## src/rtl/goertzel_pkg.sv

```systemverilog
// Shared types and widths for the Goertzel tone-decision stage.
// Latency: n/a (types and constants only).
// Backpressure: n/a.
// Contents: tone_det_state_t (decision FSM states), PWR_W / PWR_FRAC (16.16 power format).
package goertzel_pkg;

  typedef enum logic [1:0] {COLLECT, DECIDE, HOLD} tone_det_state_t;

  localparam int PWR_W    = 32;
  localparam int PWR_FRAC = 16;

endpackage

```

## src/rtl/goertzel_tone_detect_if.sv

```systemverilog
// Bin-power input stream plus decision output stream of the tone detector.
// Latency: n/a (wiring only).
// Backpressure: s_ready stalls the bin producer; m_ready holds a decision until it is taken.
// Ports: s_valid/s_ready/s_pwr (bin powers in), m_valid/m_ready/m_tone/m_pwr/m_hit (decision out).
// The slave modport is the detector's view; the master modport drives bins and consumes decisions.
interface goertzel_tone_detect_if
  import goertzel_pkg::*;
#(
  parameter int IW = 4
) ();

  logic             s_valid;
  logic             s_ready;
  logic [PWR_W-1:0] s_pwr;
  logic             m_valid;
  logic             m_ready;
  logic [IW-1:0]    m_tone;
  logic [PWR_W-1:0] m_pwr;
  logic             m_hit;

  modport slave (
    input  s_valid, s_pwr, m_ready,
    output s_ready, m_valid, m_tone, m_pwr, m_hit
  );

  modport master (
    output s_valid, s_pwr, m_ready,
    input  s_ready, m_valid, m_tone, m_pwr, m_hit
  );

endinterface

```

## src/rtl/goertzel_tone_detect_top2.sv

```systemverilog
// Running tracker of the largest and second-largest bin power within one frame.
// Latency: 1 cycle from upd to updated best/second/best_idx.
// Backpressure: none; the caller only asserts upd on an accepted bin.
// Ports: clk, rstn, clr (sync clear, wins over upd), upd, pwr, idx -> best, second, best_idx.
module goertzel_top2
  import goertzel_pkg::*;
#(
  parameter int IW = 4
) (
  input  logic             clk,
  input  logic             rstn,
  input  logic             clr,
  input  logic             upd,
  input  logic [PWR_W-1:0] pwr,
  input  logic [IW-1:0]    idx,
  output logic [PWR_W-1:0] best,
  output logic [PWR_W-1:0] second,
  output logic [IW-1:0]    best_idx
);

  always_ff @(posedge clk or negedge rstn) begin
    if (!rstn) begin
      best     <= '0;
      second   <= '0;
      best_idx <= '0;
    end else if (clr) begin
      best     <= '0;
      second   <= '0;
      best_idx <= '0;
    end else if (upd) begin
      // Strict compares: an equal later bin never displaces the earlier index.
      if (pwr > best) begin
        second   <= best;
        best     <= pwr;
        best_idx <= idx;
      end else if (pwr > second) begin
        second <= pwr;
      end
    end
  end

endmodule

```

## src/rtl/goertzel_tone_detect.sv

```systemverilog
// Per-frame tone decision: collects NF bin powers, picks the winner, applies threshold/dominance tests.
// Latency: m_valid rises on the edge after the one accepting bin NF-1 (one DECIDE cycle).
// Backpressure: s_ready is low outside COLLECT; a decision is held stable until m_ready.
// Ports: clk, rstn (async active-low), sync_clr (frame abort), thresh_i, ratio_sh_i, bus (slave modport).
// Optional macro TONE_DEBOUNCE_EN: m_hit additionally needs DB_FRAMES consecutive hits on the same bin.
module goertzel_tone_detect
  import goertzel_pkg::*;
#(
  parameter int  NF        = 11,
  parameter int  DB_FRAMES = 2,
  localparam int IW        = $clog2(NF)
) (
  input  logic                  clk,
  input  logic                  rstn,
  input  logic                  sync_clr,
  input  logic [PWR_W-1:0]      thresh_i,
  input  logic [3:0]            ratio_sh_i,
  goertzel_tone_detect_if.slave bus
);

  localparam logic [IW-1:0] LAST = IW'(NF - 1);

  tone_det_state_t  state;
  logic [IW-1:0]    cnt;
  logic [PWR_W-1:0] best, second;
  logic [IW-1:0]    best_idx;
  logic             s_ready, accept;
  logic             m_valid, m_hit;
  logic [IW-1:0]    m_tone;
  logic [PWR_W-1:0] m_pwr;
  logic             hit_raw, hit;
  logic [PWR_W+15:0] best_x, second_x;

  assign s_ready = (state == COLLECT);
  assign accept  = bus.s_valid && s_ready;

  goertzel_top2 #(.IW(IW)) u_top2 (
    .clk      (clk),
    .rstn     (rstn),
    .clr      (sync_clr || (state == DECIDE)),
    .upd      (accept && !sync_clr),
    .pwr      (bus.s_pwr),
    .idx      (cnt),
    .best     (best),
    .second   (second),
    .best_idx (best_idx)
  );

  // 16 guard bits so second << 15 cannot overflow the dominance compare.
  assign best_x   = {16'b0, best};
  assign second_x = {16'b0, second} << ratio_sh_i;
  assign hit_raw  = (best >= thresh_i) && (best_x > second_x);

`ifdef TONE_DEBOUNCE_EN
  localparam int RW = $clog2(DB_FRAMES + 1);

  logic [IW-1:0] last_tone;
  logic [RW-1:0] run_cnt, run_cnt_next;

  always_comb begin
    run_cnt_next = '0;
    if (hit_raw) begin
      if (best_idx == last_tone)
        run_cnt_next = (run_cnt == RW'(DB_FRAMES)) ? run_cnt : run_cnt + 1'b1;
      else
        run_cnt_next = RW'(1);
    end
  end

  always_ff @(posedge clk or negedge rstn) begin
    if (!rstn) begin
      run_cnt   <= '0;
      last_tone <= '0;
    end else if (sync_clr) begin
      run_cnt   <= '0;
      last_tone <= '0;
    end else if (state == DECIDE) begin
      run_cnt <= run_cnt_next;
      if (hit_raw)
        last_tone <= best_idx;
    end
  end

  assign hit = hit_raw && (run_cnt_next >= RW'(DB_FRAMES));
`else
  logic unused_db;
  assign unused_db = (DB_FRAMES != 0);
  assign hit       = hit_raw;
`endif

  always_ff @(posedge clk or negedge rstn) begin
    if (!rstn) begin
      state   <= COLLECT;
      cnt     <= '0;
      m_valid <= 1'b0;
      m_tone  <= '0;
      m_pwr   <= '0;
      m_hit   <= 1'b0;
    end else if (sync_clr) begin
      // Abort wins over any handshake in the same cycle; a held decision is dropped.
      state   <= COLLECT;
      cnt     <= '0;
      m_valid <= 1'b0;
    end else begin
      case (state)
        COLLECT: begin
          if (accept) begin
            if (cnt == LAST)
              state <= DECIDE;
            else
              cnt <= cnt + 1'b1;
          end
        end
        DECIDE: begin
          cnt     <= '0;
          m_tone  <= best_idx;
          m_pwr   <= best;
          m_hit   <= hit;
          m_valid <= 1'b1;
          state   <= HOLD;
        end
        HOLD: begin
          if (m_valid && bus.m_ready) begin
            m_valid <= 1'b0;
            state   <= COLLECT;
          end
        end
        default: state <= COLLECT;
      endcase
    end
  end

  assign bus.s_ready = s_ready;
  assign bus.m_valid = m_valid;
  assign bus.m_tone  = m_tone;
  assign bus.m_pwr   = m_pwr;
  assign bus.m_hit   = m_hit;

endmodule
```

## src/flat_wrapper.sv

```systemverilog
// flat-port wrapper written by rule: the top's interface ports become plain ports
module goertzel_tone_detect_flat import goertzel_pkg::*;
#(
  parameter int  NF        = 11,
  parameter int  DB_FRAMES = 2,
  localparam int IW        = $clog2(NF)
)
  (clk, rstn, sync_clr, thresh_i, ratio_sh_i, bus_s_valid, bus_s_pwr, bus_m_ready, bus_s_ready, bus_m_valid, bus_m_tone, bus_m_pwr, bus_m_hit);
  goertzel_tone_detect_if bus_i ();
  input  logic clk;
  input  logic rstn;
  input  logic sync_clr;
  input  logic [PWR_W-1:0] thresh_i;
  input  logic [3:0] ratio_sh_i;
  input wire logic [$bits(bus_i.s_valid)-1:0] bus_s_valid;
  input wire logic [$bits(bus_i.s_pwr)-1:0] bus_s_pwr;
  input wire logic [$bits(bus_i.m_ready)-1:0] bus_m_ready;
  output wire logic [$bits(bus_i.s_ready)-1:0] bus_s_ready;
  output wire logic [$bits(bus_i.m_valid)-1:0] bus_m_valid;
  output wire logic [$bits(bus_i.m_tone)-1:0] bus_m_tone;
  output wire logic [$bits(bus_i.m_pwr)-1:0] bus_m_pwr;
  output wire logic [$bits(bus_i.m_hit)-1:0] bus_m_hit;
  assign bus_i.s_valid = bus_s_valid;
  assign bus_i.s_pwr = bus_s_pwr;
  assign bus_i.m_ready = bus_m_ready;
  assign bus_s_ready = bus_i.s_ready;
  assign bus_m_valid = bus_i.m_valid;
  assign bus_m_tone = bus_i.m_tone;
  assign bus_m_pwr = bus_i.m_pwr;
  assign bus_m_hit = bus_i.m_hit;
  goertzel_tone_detect #(.NF(NF), .DB_FRAMES(DB_FRAMES)) u_core (.clk(clk), .rstn(rstn), .sync_clr(sync_clr), .thresh_i(thresh_i), .ratio_sh_i(ratio_sh_i), .bus(bus_i));
endmodule
```

## config.mk

```make
export PLATFORM = sky130hd
export DESIGN_NAME = goertzel_tone_detect_flat
export DESIGN_NICKNAME = d
export VERILOG_FILES = /design/src/rtl/goertzel_pkg.sv /design/src/rtl/goertzel_tone_detect_if.sv /design/src/rtl/goertzel_tone_detect_top2.sv /design/src/rtl/goertzel_tone_detect.sv /design/src/flat_wrapper.sv
export SDC_FILE = /design/constraint.sdc
export NUM_CORES = 1
export LEC_CHECK = 0
export BUFFER_PORTS_ARGS = -buffer_cell sky130_fd_sc_hd__buf_2
export CAP_MARGIN = 25
export CORE_UTILIZATION = 25
export CTS_CLUSTER_SIZE = 16
export DETAILED_ROUTE_END_ITERATION = 10
export HOLD_SLACK_MARGIN = 0.06
export PLACE_DENSITY = 0.42
export SLEW_MARGIN = 20
export SYNTH_ARGS = -nofsm -noshare
export SYNTH_HDL_FRONTEND = slang
export SYNTH_SLANG_ARGS = --single-unit
```

## constraint.sdc

```tcl
create_clock -name clk -period 2.52 [get_ports clk]
set_input_delay 0.252 -clock clk [delete_from_list [all_inputs] [get_ports clk]]
set_output_delay 0.252 -clock clk [all_outputs]
set_load 0.1 [all_outputs]
```

Yosys cells after proc, flatten, opt, wreduce, memory -nomap -nowiden
Cells that the tools add are included.
{"block": "classes", "muxes": 22, "n_reduce_logical": 18, "n_eq_ne": 7, "add_sub_neg": 1, "magnitude_cmp": 4, "bitwise": 1, "shifts": 1}
{"op": "$mux 32", "n": 7}
{"op": "$gt 32x32->1", "n": 2}
{"op": "$gt 32x48->1", "n": 1}
{"op": "$shl 32x4->48", "n": 1}
{"op": "$ge 32x32->1", "n": 1}
{"op": "$mux 4", "n": 6}
{"op": "$ne 3x3->1 const B", "n": 3}
{"op": "$reduce_bool 3->1", "n": 3}
{"op": "$mux 2", "n": 4}
{"op": "$pmux 4 s2", "n": 1}
{"op": "$reduce_and 2->1", "n": 4}
{"op": "$pmux 2 s3", "n": 1}
{"op": "$reduce_and 3->1", "n": 2}
{"op": "$add 4x1->4 const B", "n": 1}
{"op": "$eq 4x4->1 const B", "n": 1}
{"op": "$logic_and 1x1->1", "n": 4}
{"op": "$reduce_bool 2->1", "n": 2}
{"op": "$ne 3x2->1 const B", "n": 1}
{"op": "$eq 2x1->1 const B", "n": 1}
{"op": "$eq 2x2->1 const B", "n": 1}
{"op": "$logic_not 2->1", "n": 1}
{"op": "$mux 1", "n": 2}
{"op": "$pmux 1 s2", "n": 1}
{"op": "$logic_not 1->1", "n": 1}
{"op": "other kinds (2)", "n": 2}
{"block": "totals", "wordCells": 63, "register_bits": 112, "in_bits": 73, "out_inout_bits": 39}

Logic depth before layout (Yosys ltp)
Gate-level depths: netlist of the first run.
{"block": "depth", "word_depth": 5, "mapped_depth": 18, "ltp_nobuf": 15}

Cells and area by module
A second synthesis of the first run with hierarchy kept.
{"block": "hier_totals", "cells_unflattened": 1207, "area_unflattened_um2": 10257.3}
{"module": "goertzel_top2", "seq_area_each_um2": 1701.6, "cells_per_inst": 638, "n_inst": 1, "area_each_um2": 5494.0}
{"module": "goertzel_tone_detect", "seq_area_each_um2": 1101.1, "cells_per_inst": 569, "n_inst": 1, "area_each_um2": 4763.3}

Worst setup path after synthesis of the first run
Ideal clock, no wire load.
{"block": "synth_timing", "path_kind": "input to register", "start": "input port ratio_sh_i[1]", "end": "register u_core.m_hit (netlist: u_core.bus.m_hit)", "cell_stages": 14, "setup_ns": 0.126, "setup_slack_ns": -0.659, "t_arrival_ns": 3.054, "path_buffers": 3, "required_ns": 2.394, "path_cell_list": "buf_2 buf_2 buf_1 mux2i_1 mux2i_1 mux2_2 ha_1 a21o_1 a21o_1 a21oi_1 o21a_1 o211ai_1 a221o_1 o311a_1"}
{"block": "synth_via", "elab_chain_len": 3}
{"item": "from (decl)", "line": "flat_wrapper.sv:14", "rtl": "input logic [3:0] ratio_sh_i;"}
{"item": "$shl 32x4->48", "line": "goertzel_tone_detect.sv:51", "rtl": "assign second_x = {16'b0, second} << ratio_sh_i;"}
{"item": "$gt 32x48->1", "line": "goertzel_tone_detect.sv:52", "rtl": "assign hit_raw = (best >= thresh_i) && (best_x > second_x);"}
{"item": "$logic_and 1x1->1", "line": "goertzel_tone_detect.sv:52"}
{"item": "to (signal assigned)", "line": "goertzel_tone_detect.sv:118", "rtl": "m_hit <= hit;"}
{"item": "to (decl)", "line": "goertzel_tone_detect.sv:28", "rtl": "logic m_valid, m_hit;"}
No other way between the ends.
A chain may end at the register's enable or synchronous reset.

Worst setup path after layout of the first run
{"block": "layout_timing", "start": "register u_core.u_top2.second[7]", "end": "register u_core.m_hit (netlist: u_core.bus.m_hit)"}
{"block": "layout_via", "elab_chain_len": 3}
{"item": "from (decl)", "line": "goertzel_tone_detect_top2.sv:17", "rtl": "output logic [PWR_W-1:0] second,"}
{"item": "from (signal assigned)", "line": "goertzel_tone_detect_top2.sv:33", "rtl": "second <= best;"}
{"item": "from (signal assigned)", "line": "goertzel_tone_detect_top2.sv:37", "rtl": "second <= pwr;"}
{"item": "$shl 32x4->48", "line": "goertzel_tone_detect.sv:51"}
{"item": "$gt 32x48->1", "line": "goertzel_tone_detect.sv:52"}
{"item": "$logic_and 1x1->1", "line": "goertzel_tone_detect.sv:52"}
No other way between the ends.

==> summary.md, run 1 <==
| Metric | Value |
|---|---|
| Diodes inserted | `0` |
| Failing checks | `negative setup slack` |
| Worst Setup Start Kind | `flip-flop` |
| Die Width | `193.8 microns` |
| Routability cong. | `0.8327` |
| Via count | `8524` |
| Share of layout cells above drive strength 1 | `38.43%` |
| Detailed Route Iter0 Violations | `349` |
| Crit path to | `u_core.bus.m_hit` |
| Max FO, Critical Path | `3` |
| Worst path cell trace | `mux4_2 -> mux4_2 -> inv_2 -> ha_4 -> nand4_1 -> or2_4 -> nor2_4 -> o21ai_0 -> o211ai_1 -> a221o_1 -> o311a_1` |
| Total core area | `0.03591 sq mm` |
| Multiplexer area fraction after synthesis | `9.494%` |
| Initial core utilization | `25.61%` |
| Seq/Total Area, Yosys | `30.47%` |
| Maximum number of pins on one net before global-route repair | `69` |
| Die H | `193.8 microns` |
| Distinct cells, synth | `60` |
| H-tree depth reported by CTS | `3` |
| TNS Setup | `-11.26 ns` |
| Max cap viols | `0` |
| Io pins | `112` |
| Commonest cells after routing, fill and taps aside | `190 x buf_4, 111 x ha_1, 110 x buf_2, 110 x dfrtp_1` |
| CP startpoint | `u_core.u_top2.second[7]` |
| Slew Viols, Final | `0` |
| # fillers | `3731` |
| Worst-margin pin slew | `0.6029 ns` |
| Root Driver | `clkbuf_16` |
| Max incr delay on CP | `0.52 ns` |
| R2R depth | `11` |
| Worst-path clk slew | `0.09 ns` |
| Worst Slack Setup Final | `-0.2759 ns` |
| Ys async rst share | `100.0%` |
| Final ANT Viol Nets | `0` |
| Post-synthesis adder-cell area fraction | `17.68%` |
| TritonRoute pass-1 iters | `4` |
| R2r setup slk | `-0.28 ns` |
| Syn Inst Count | `998` |
| All-Layer GR Usage | `17.74%` |
| Status | `finished with violations` |
| # nets final | `1494` |
| Clock latency on the worst-skew pair | `0.38 ns` |
| CP endpoint kind | `flip-flop` |
| Synth Area in Simple Gates | `10.94%` |
| Leakage | `6.200 nW` |
| Worst clock skew | `0.01492 ns` |
| DP HPWL | `26810 microns` |
| Die area | `0.03757 sq mm` |
| P&R area growth vs syn | `40.72%` |
| Synth Warn # | `0` |
| Yosys reg bits | `112` |
| Post-synth EDFFs | `0` |
| Sink Count | `112` |
| Vias in the first global route | `8638` |
| CP required | `2.79 ns` |
| Routed wire length per instance | `19.23 microns` |
| WP data arrival | `3.06 ns` |
| Mean post-synth cell area | `9.217 sq um` |
| First-pass GRT wire length | `50850 microns` |
| Routed WL | `33780 microns` |
| CTS tree | `built` |
| Final setup violation count | `69` |
| Hold Path Class | `input pin to flip-flop` |
| Crit path time final | `2.796 ns` |
| Most common library cell in the layout ignoring fill and taps | `buf_4` |
| XOR/XNOR share of the synthesized area | `0.1904%` |
| Initial antenna violation count | `1` |
| Worst slew margin | `59.81%` |
| Pwr/cell area | `440.5 mW/mm^2` |
| R2R Path Start | `u_core.u_top2.second[7]` |
| Most Frequent Cell on Critical Path | `mux4_2` |
| Combinational family with the most area after synthesis | `compound AO/OA/AOI/OAI gates` |
| Max Clock Freq | `357.7 MHz` |
| DRC violations left | `0` |
| Port-buffer cells | `111` |
| CTS Buf Count | `9` |
| Remaining Overflow, GRT | `0` |
| Max VDD drop | `0.3542 mV` |
| Mapped cell area | `0.009199 sq mm` |
| Worst r2r dst | `u_core.bus.m_hit` |
| Syn Nets | `1201` |
| Final period utilization | `110.9%` |
| Register area | `0.002805 sq mm` |
| Compound-Gate Fraction of Synth Area | `23.80%` |
| Crit path max-delay cell type | `mux4_2` |
| RSZ-0062 raised after global routing | `true` |
| Placement Setup Slack | `-0.5478 ns` |
| Predominant post-synthesis flop cell | `dfrtp_1` |
| # rows | `69` |
| Area occupied by multi-input gates | `0.006271 sq mm` |
| Critical path class | `flip-flop to flip-flop` |
| Clock Path Buffers | `2` |
| Final number of hold-violating endpoints | `0` |
| DR vias/cell | `4.851` |
[cell families (layout without fill, tap and decap cells)]
group | count (synthesis) | in the layout
AO/OA/AOI/OAI | 312 | 312
AND/OR/NAND/NOR | 210 | 210
buffers and inverters | 164 | 462
adder cells (fa/ha/maj) | 130 | 130
flip-flops | 112 | 112
multiplexers | 68 | 68
XOR/XNOR | 2 | 2
[cells in the mapped netlist, types with 3 or more instances]
master	n	area, sq um
buf_4	5	37.54
nor3_1	8	40.04
or2_2	5	31.28
mux2i_1	49	490.5
dfrtp_1	112	2803
nor2b_1	6	37.54
nand2_1	97	364.1
nand3_1	10	50.05
inv_1	113	424.2
o211ai_1	5	37.54
a21o_1	21	157.7
a211oi_1	5	37.54
o21a_1	6	45.04
nand3b_1	4	30.03
nand2b_1	5	31.28
a21oi_1	117	585.6
clkbuf_1	23	86.33
o22ai_1	3	18.77
a221o_1	5	50.05
o32ai_1	12	105.1
nor2_1	32	120.1
buf_1	4	15.01
mux2_2	4	45.04
mux4_2	15	337.8
o21ai_0	63	315.3
a22o_1	36	315.3
buf_6	4	45.04
buf_2	14	70.07
ha_1	130	1627
o32ai_2	20	325.3
nand4_1	29	181.4
[cell type report]
| type | instances | share of cell area (%) |
|---|---|---|
| inverters | 113 | 3.277 |
| clock inverters | 7 | 0.6669 |
| repair buffers | 333 | 19.75 |
| clock buffers | 9 | 1.740 |
| flip-flops and latches | 112 | 21.67 |
| well taps | 461 | 4.456 |
| multi-input cells | 722 | 48.44 |
[report_power, final]
group | switching [mW] | internal [mW]
Combinational | 1.12 | 1.03
Clock | 0.802 | 0.796
Sequential | 0.0787 | 1.87
Total | 2.00 | 3.70
[layer usage]
layer  routed length (microns)  global-route usage, %  vias to the layer above
met3                       655                  1.896                       28
met5                        10                      0                        -
met4                       508                  3.704                        2
li1                          -                      -                     4247
met1                     17340                  25.90                     4142
met2                     15260                  28.07                      105
[flip-flops by register name, indices dropped and copies added (netlist names)]
| signal | cells |
|---|---|
| u_core.cnt | 4 |
| u_core.u_top2.second | 32 |
| u_core.bus.m_hit | 1 |
| u_core.bus.m_pwr | 32 |
| u_core.state | 2 |
| u_core.bus.m_tone | 4 |
| u_core.u_top2.best | 32 |
| u_core.u_top2.best_idx | 4 |
| u_core.bus.m_valid | 1 |
[how the worst min path moves through the flow]
| stage | cells past startpoint | endpoint | slack (ns) | startpoint |
|---|---|---|---|---|
| CTS | 2 | u_core.state[1] | 0.07 | sync_clr |
| finish | 2 | u_core.state[1] | 0.09 | sync_clr |
| detailed placement | 1 | u_core.bus.m_pwr[4] | 0.25 | rstn |
| global route | 2 | u_core.state[1] | 0.09 | sync_clr |
| floorplan | 0 | u_core.bus.m_hit | -0.04 | rstn |
| global placement | 1 | u_core.bus.m_pwr[3] | 0.25 | rstn |
[timing repair]
action,4_1_cts,5_1_grt
resized for setup,59,68
buffers inserted,11,7
hold buffers,1,0
gates cloned,3,4
pin swaps,25,38
hold endpoints to repair,26,0
setup endpoints to repair,69,69
[per-stage QoR]
stage | power (mW) | std cells | hold WS [ns] | instance area [sq um] | util, %
floorplan | 2.989 | 998 | -0.04359 | 9220 | -
global placement | 3.855 | 1719 | 0.2481 | 11750 | 32.72
detailed placement | 3.863 | 1719 | 0.2520 | 11750 | 32.72
CTS | 5.625 | 1749 | 0.07039 | 12480 | 34.74
global route | 6.037 | 1757 | 0.08638 | 12940 | 36.04
finish | 5.702 | 1757 | 0.08645 | 12940 | 36.04
[critical path: cells and delay by family (launching register included)]
kind | cells | cell delay (ns)
simple gates | 3 | 0.31
buf+inv | 1 | 0.09
flops | 1 | 0.43
fa+ha+maj | 1 | 0.20
compound gates | 4 | 0.64
mux | 2 | 1.03
No activity file was read; power rests on OpenSTA's default activity.
==> run 2: changes to the inputs <==
Settings changed: CORE_UTILIZATION 25 to 50, PLACE_DENSITY 0.42 to 0.73, REMOVE_ABC_BUFFERS from default to 1.
==> run 2 against run 1 <==
Against the previous run:
- the flow still finishes with violations (negative setup slack)
- via count increased by 9.3%
- clock power about the same
- final area decreased by 2.3%
- clock-buffer cell count unchanged
- clock skew decreased by 0.0083 ns
- combinational power increased by 6%
- setup slack got worse by 0.14 ns
- sequential power about the same
- highest routed layer is now met4
==> summary.md, run 2 (synthesized netlist as in run 1, its figures left out) <==
| Metric | Value |
|---|---|
| Status | `finished with violations` |
| Failing checks | `negative setup slack` |
| CP bufs+invs | `6 (+5)` |
| Critical path class | `flip-flop to flip-flop` |
| Pwr/cell area | `460.4 mW/mm^2 (+4.5%)` |
| Pwr Total | `5.824 mW (+2.1%)` |
| Register area | `0.002804 sq mm (about the same)` |
| Worst hold slack | `0.07989 ns (-0.006555 ns)` |
| DRC violations left | `0 (unchanged)` |
| First-pass GRT wire length | `48670 microns (-4.3%)` |
| Root Driver | `clkbuf_16` |
| Commonest cells after routing, fill and taps aside | `176 x buf_4, 118 x ha_1, 111 x dfrtp_1` |
| RSZ-0062 raised after global routing | `true` |
| Remaining Overflow, GRT | `0 (unchanged)` |
| Worst slew margin | `55.02% (-4.8 points)` |
| R2R Path Start | `u_core.u_top2.best[6]` |
| CP required | `2.75 ns (-0.04 ns)` |
| CTS Buf Count | `9 (unchanged)` |
| Max FO, Critical Path | `8 (+5)` |
| P&R area growth vs syn | `37.50%` |
| Largest regs | `u_core.bus.m_pwr (32), u_core.u_top2.best (32), u_core.u_top2.second (32)` |
| Worst clock skew | `0.006594 ns (-0.008327 ns)` |
| Most common library cell in the layout ignoring fill and taps | `buf_4` |
| Final setup violation count | `69 (unchanged)` |
| Min-Delay Startpoint | `sync_clr` |
| R2r setup slk | `-0.42 ns (-0.14 ns)` |
| Worst-path clk slew | `0.08 ns (about the same)` |
| Final period utilization | `116.6% (+5.6 points)` |
| Max cap viols | `0 (unchanged)` |
| Crit path time final | `2.938 ns (+0.1416 ns)` |
| Initial core utilization | `51.03% (+25 points)` |
| Io pins | `112 (unchanged)` |
| DR vias/cell | `6.155 (+27%)` |
| Final ANT Viol Nets | `0 (unchanged)` |
| Worst Setup Start Kind | `flip-flop` |
| Core Util, Final | `70.17% (+34 points)` |
| Worst Slack Setup Final | `-0.4175 ns (-0.1416 ns)` |
| CP endpoint kind | `flip-flop` |
| Most Frequent Cell on Critical Path | `buf_6` |
| # nets final | `1483 (-0.74%)` |
| Leakage | `6.195 nW (about the same)` |
| # rows | `49 (-29%)` |
| Sink Count | `112 (unchanged)` |
| R2R depth | `14 (+3)` |
| Detailed Route Iter0 Violations | `1050 (+200%)` |
| Die H | `137.6 microns (-29%)` |
| Routed wire length per instance | `21.60 microns (+12%)` |
| Vias in the first global route | `8945 (+3.6%)` |
| Hold depth | `2 (unchanged)` |
| Crit path max-delay cell type | `dfrtp_1` |
| DP HPWL | `21600 microns (-19%)` |
| Routed WL | `32700 microns (-3.2%)` |
| Max incr delay on CP | `0.36 ns (-0.16 ns)` |
| Crit path max-delay family | `simple AND/OR/NAND/NOR gates` |
| Worst r2r dst | `u_core.u_top2.second[7]` |
| Die Width | `137.6 microns (-29%)` |
| Diodes inserted | `0 (unchanged)` |
| All-Layer GR Usage | `34.69% (+17 points)` |
| WP data arrival | `3.17 ns (+0.11 ns)` |
| Slew Viols, Final | `0 (unchanged)` |
| Cell count along the critical path | `14 (+3)` |
| Clock Path Buffers | `2 (unchanged)` |
| Worst path cell trace | `inv_1 -> ha_1 -> nand4_1 -> nor4_4 -> buf_4 -> and2b_2 -> o31ai_4 -> nand2_2 -> buf_6 -> o21ai_4 -> buf_6 -> buf_12 -> buf_16 -> o32ai_2` |
| Max VDD drop | `0.3905 mV (+10%)` |
| # fillers | `1281 (-66%)` |
| TritonRoute pass-1 iters | `5 (+1)` |
| Initial antenna violation count | `0 (-1)` |
| CTS tree | `built` |
| Share of layout cells above drive strength 1 | `36.34% (-2.1 points)` |
| Max Clock Freq | `340.4 MHz (-4.8%)` |
| Area occupied by multi-input gates | `0.006284 sq mm (+0.20%)` |
| Hold Path Class | `input pin to flip-flop` |
| Via count | `9319 (+9.3%)` |
| Clock latency on the worst-skew pair | `0.38 ns (about the same)` |
| Maximum number of pins on one net before global-route repair | `59 (-14%)` |
| Worst-margin pin slew | `0.6747 ns (+0.07184 ns)` |
| Routability cong. | `0.9574 (+15%)` |
| Port-buffer cells | `111 (unchanged)` |
| Die area | `0.01894 sq mm (-50%)` |
| H-tree depth reported by CTS | `3 (unchanged)` |
| Hold path endpoint | `u_core.state[1]` |
| Total core area | `0.01802 sq mm (-50%)` |
| Final number of hold-violating endpoints | `0 (unchanged)` |
## run 2: cell count changes in the layout (fill, tap and decap cells not counted), moves of 4 or more
cell / previous run / this run
buf_16: 2 / 6
buf_4: 190 / 176
o32ai_2: 30 / 26
o21ai_0: 59 / 55
inv_1: 93 / 105
ha_4: 19 / 12
ha_1: 111 / 118
o32ai_4: 2 / 6
a21oi_4: 0 / 5
inv_2: 20 / 8
a21oi_2: 22 / 17
## run 2: how the worst max path moves through the flow
| stage | slack [ns] | end | start |
|---|---|---|---|
| finish | -0.42 | u_core.u_top2.second[7] | u_core.u_top2.best[6] |
| global route | -0.55 | u_core.bus.m_hit | u_core.u_top2.second[6] |
| global placement | -0.55 | u_core.bus.m_hit | ratio_sh_i[0] |
| detailed placement | -0.64 | u_core.bus.m_hit | ratio_sh_i[0] |
| floorplan | -1.80 | u_core.u_top2.second[0] | u_core.u_top2.best[23] |
| CTS | -0.25 | u_core.bus.m_hit | u_core.u_top2.second[7] |
## run 2: where the power goes
part | internal [mW] | switching [mW]
combinational | 1.06 | 1.21
clock | 0.799 | 0.804
sequential | 1.87 | 0.0774
total | 3.73 | 2.09
## run 2: per-stage QoR
step / cell area, sq um / TNS (ns) / std cells / worst slack, ns
6_report: 12650 / -23.07 / 1514 / -0.4175
4_1_cts: 12440 / -10.32 / 1505 / -0.2530
3_3_place_gp: 11180 / -16.83 / 1452 / -0.5526
5_1_grt: 12650 / -30.19 / 1514 / -0.5520
3_5_place_dp: 11180 / -24.59 / 1452 / -0.6400
2_1_floorplan: 8940 / -95.93 / 947 / -1.805
## run 2: area by class of cell
| cell class | count | area share (%) |
|---|---|---|
| inverters | 113 | 3.353 |
| clock inverters | 7 | 0.7122 |
| multi-input cells | 722 | 49.68 |
| repair buffers | 322 | 20.04 |
| well taps | 229 | 2.265 |
| flip-flops and latches | 112 | 22.17 |
| clock buffers | 9 | 1.781 |
## run 2: what timing repair did
action	CTS	global route
hold endpoints to repair	27	0
endpoints found under the setup margin	69	69
resized for setup	98	33
hold buffers	1	0
pin swaps	35	24
gates cloned	9	0
buffers inserted	29	13
## run 2: layer usage
metal  routed length, microns  up-vias  track usage (%)
li1                         -     4223                -
met1                    13510     4457            45.36
met2                    14670      518            54.61
met3                     3164      121            9.198
met4                     1354        0            13.06
met5                        0        -                0
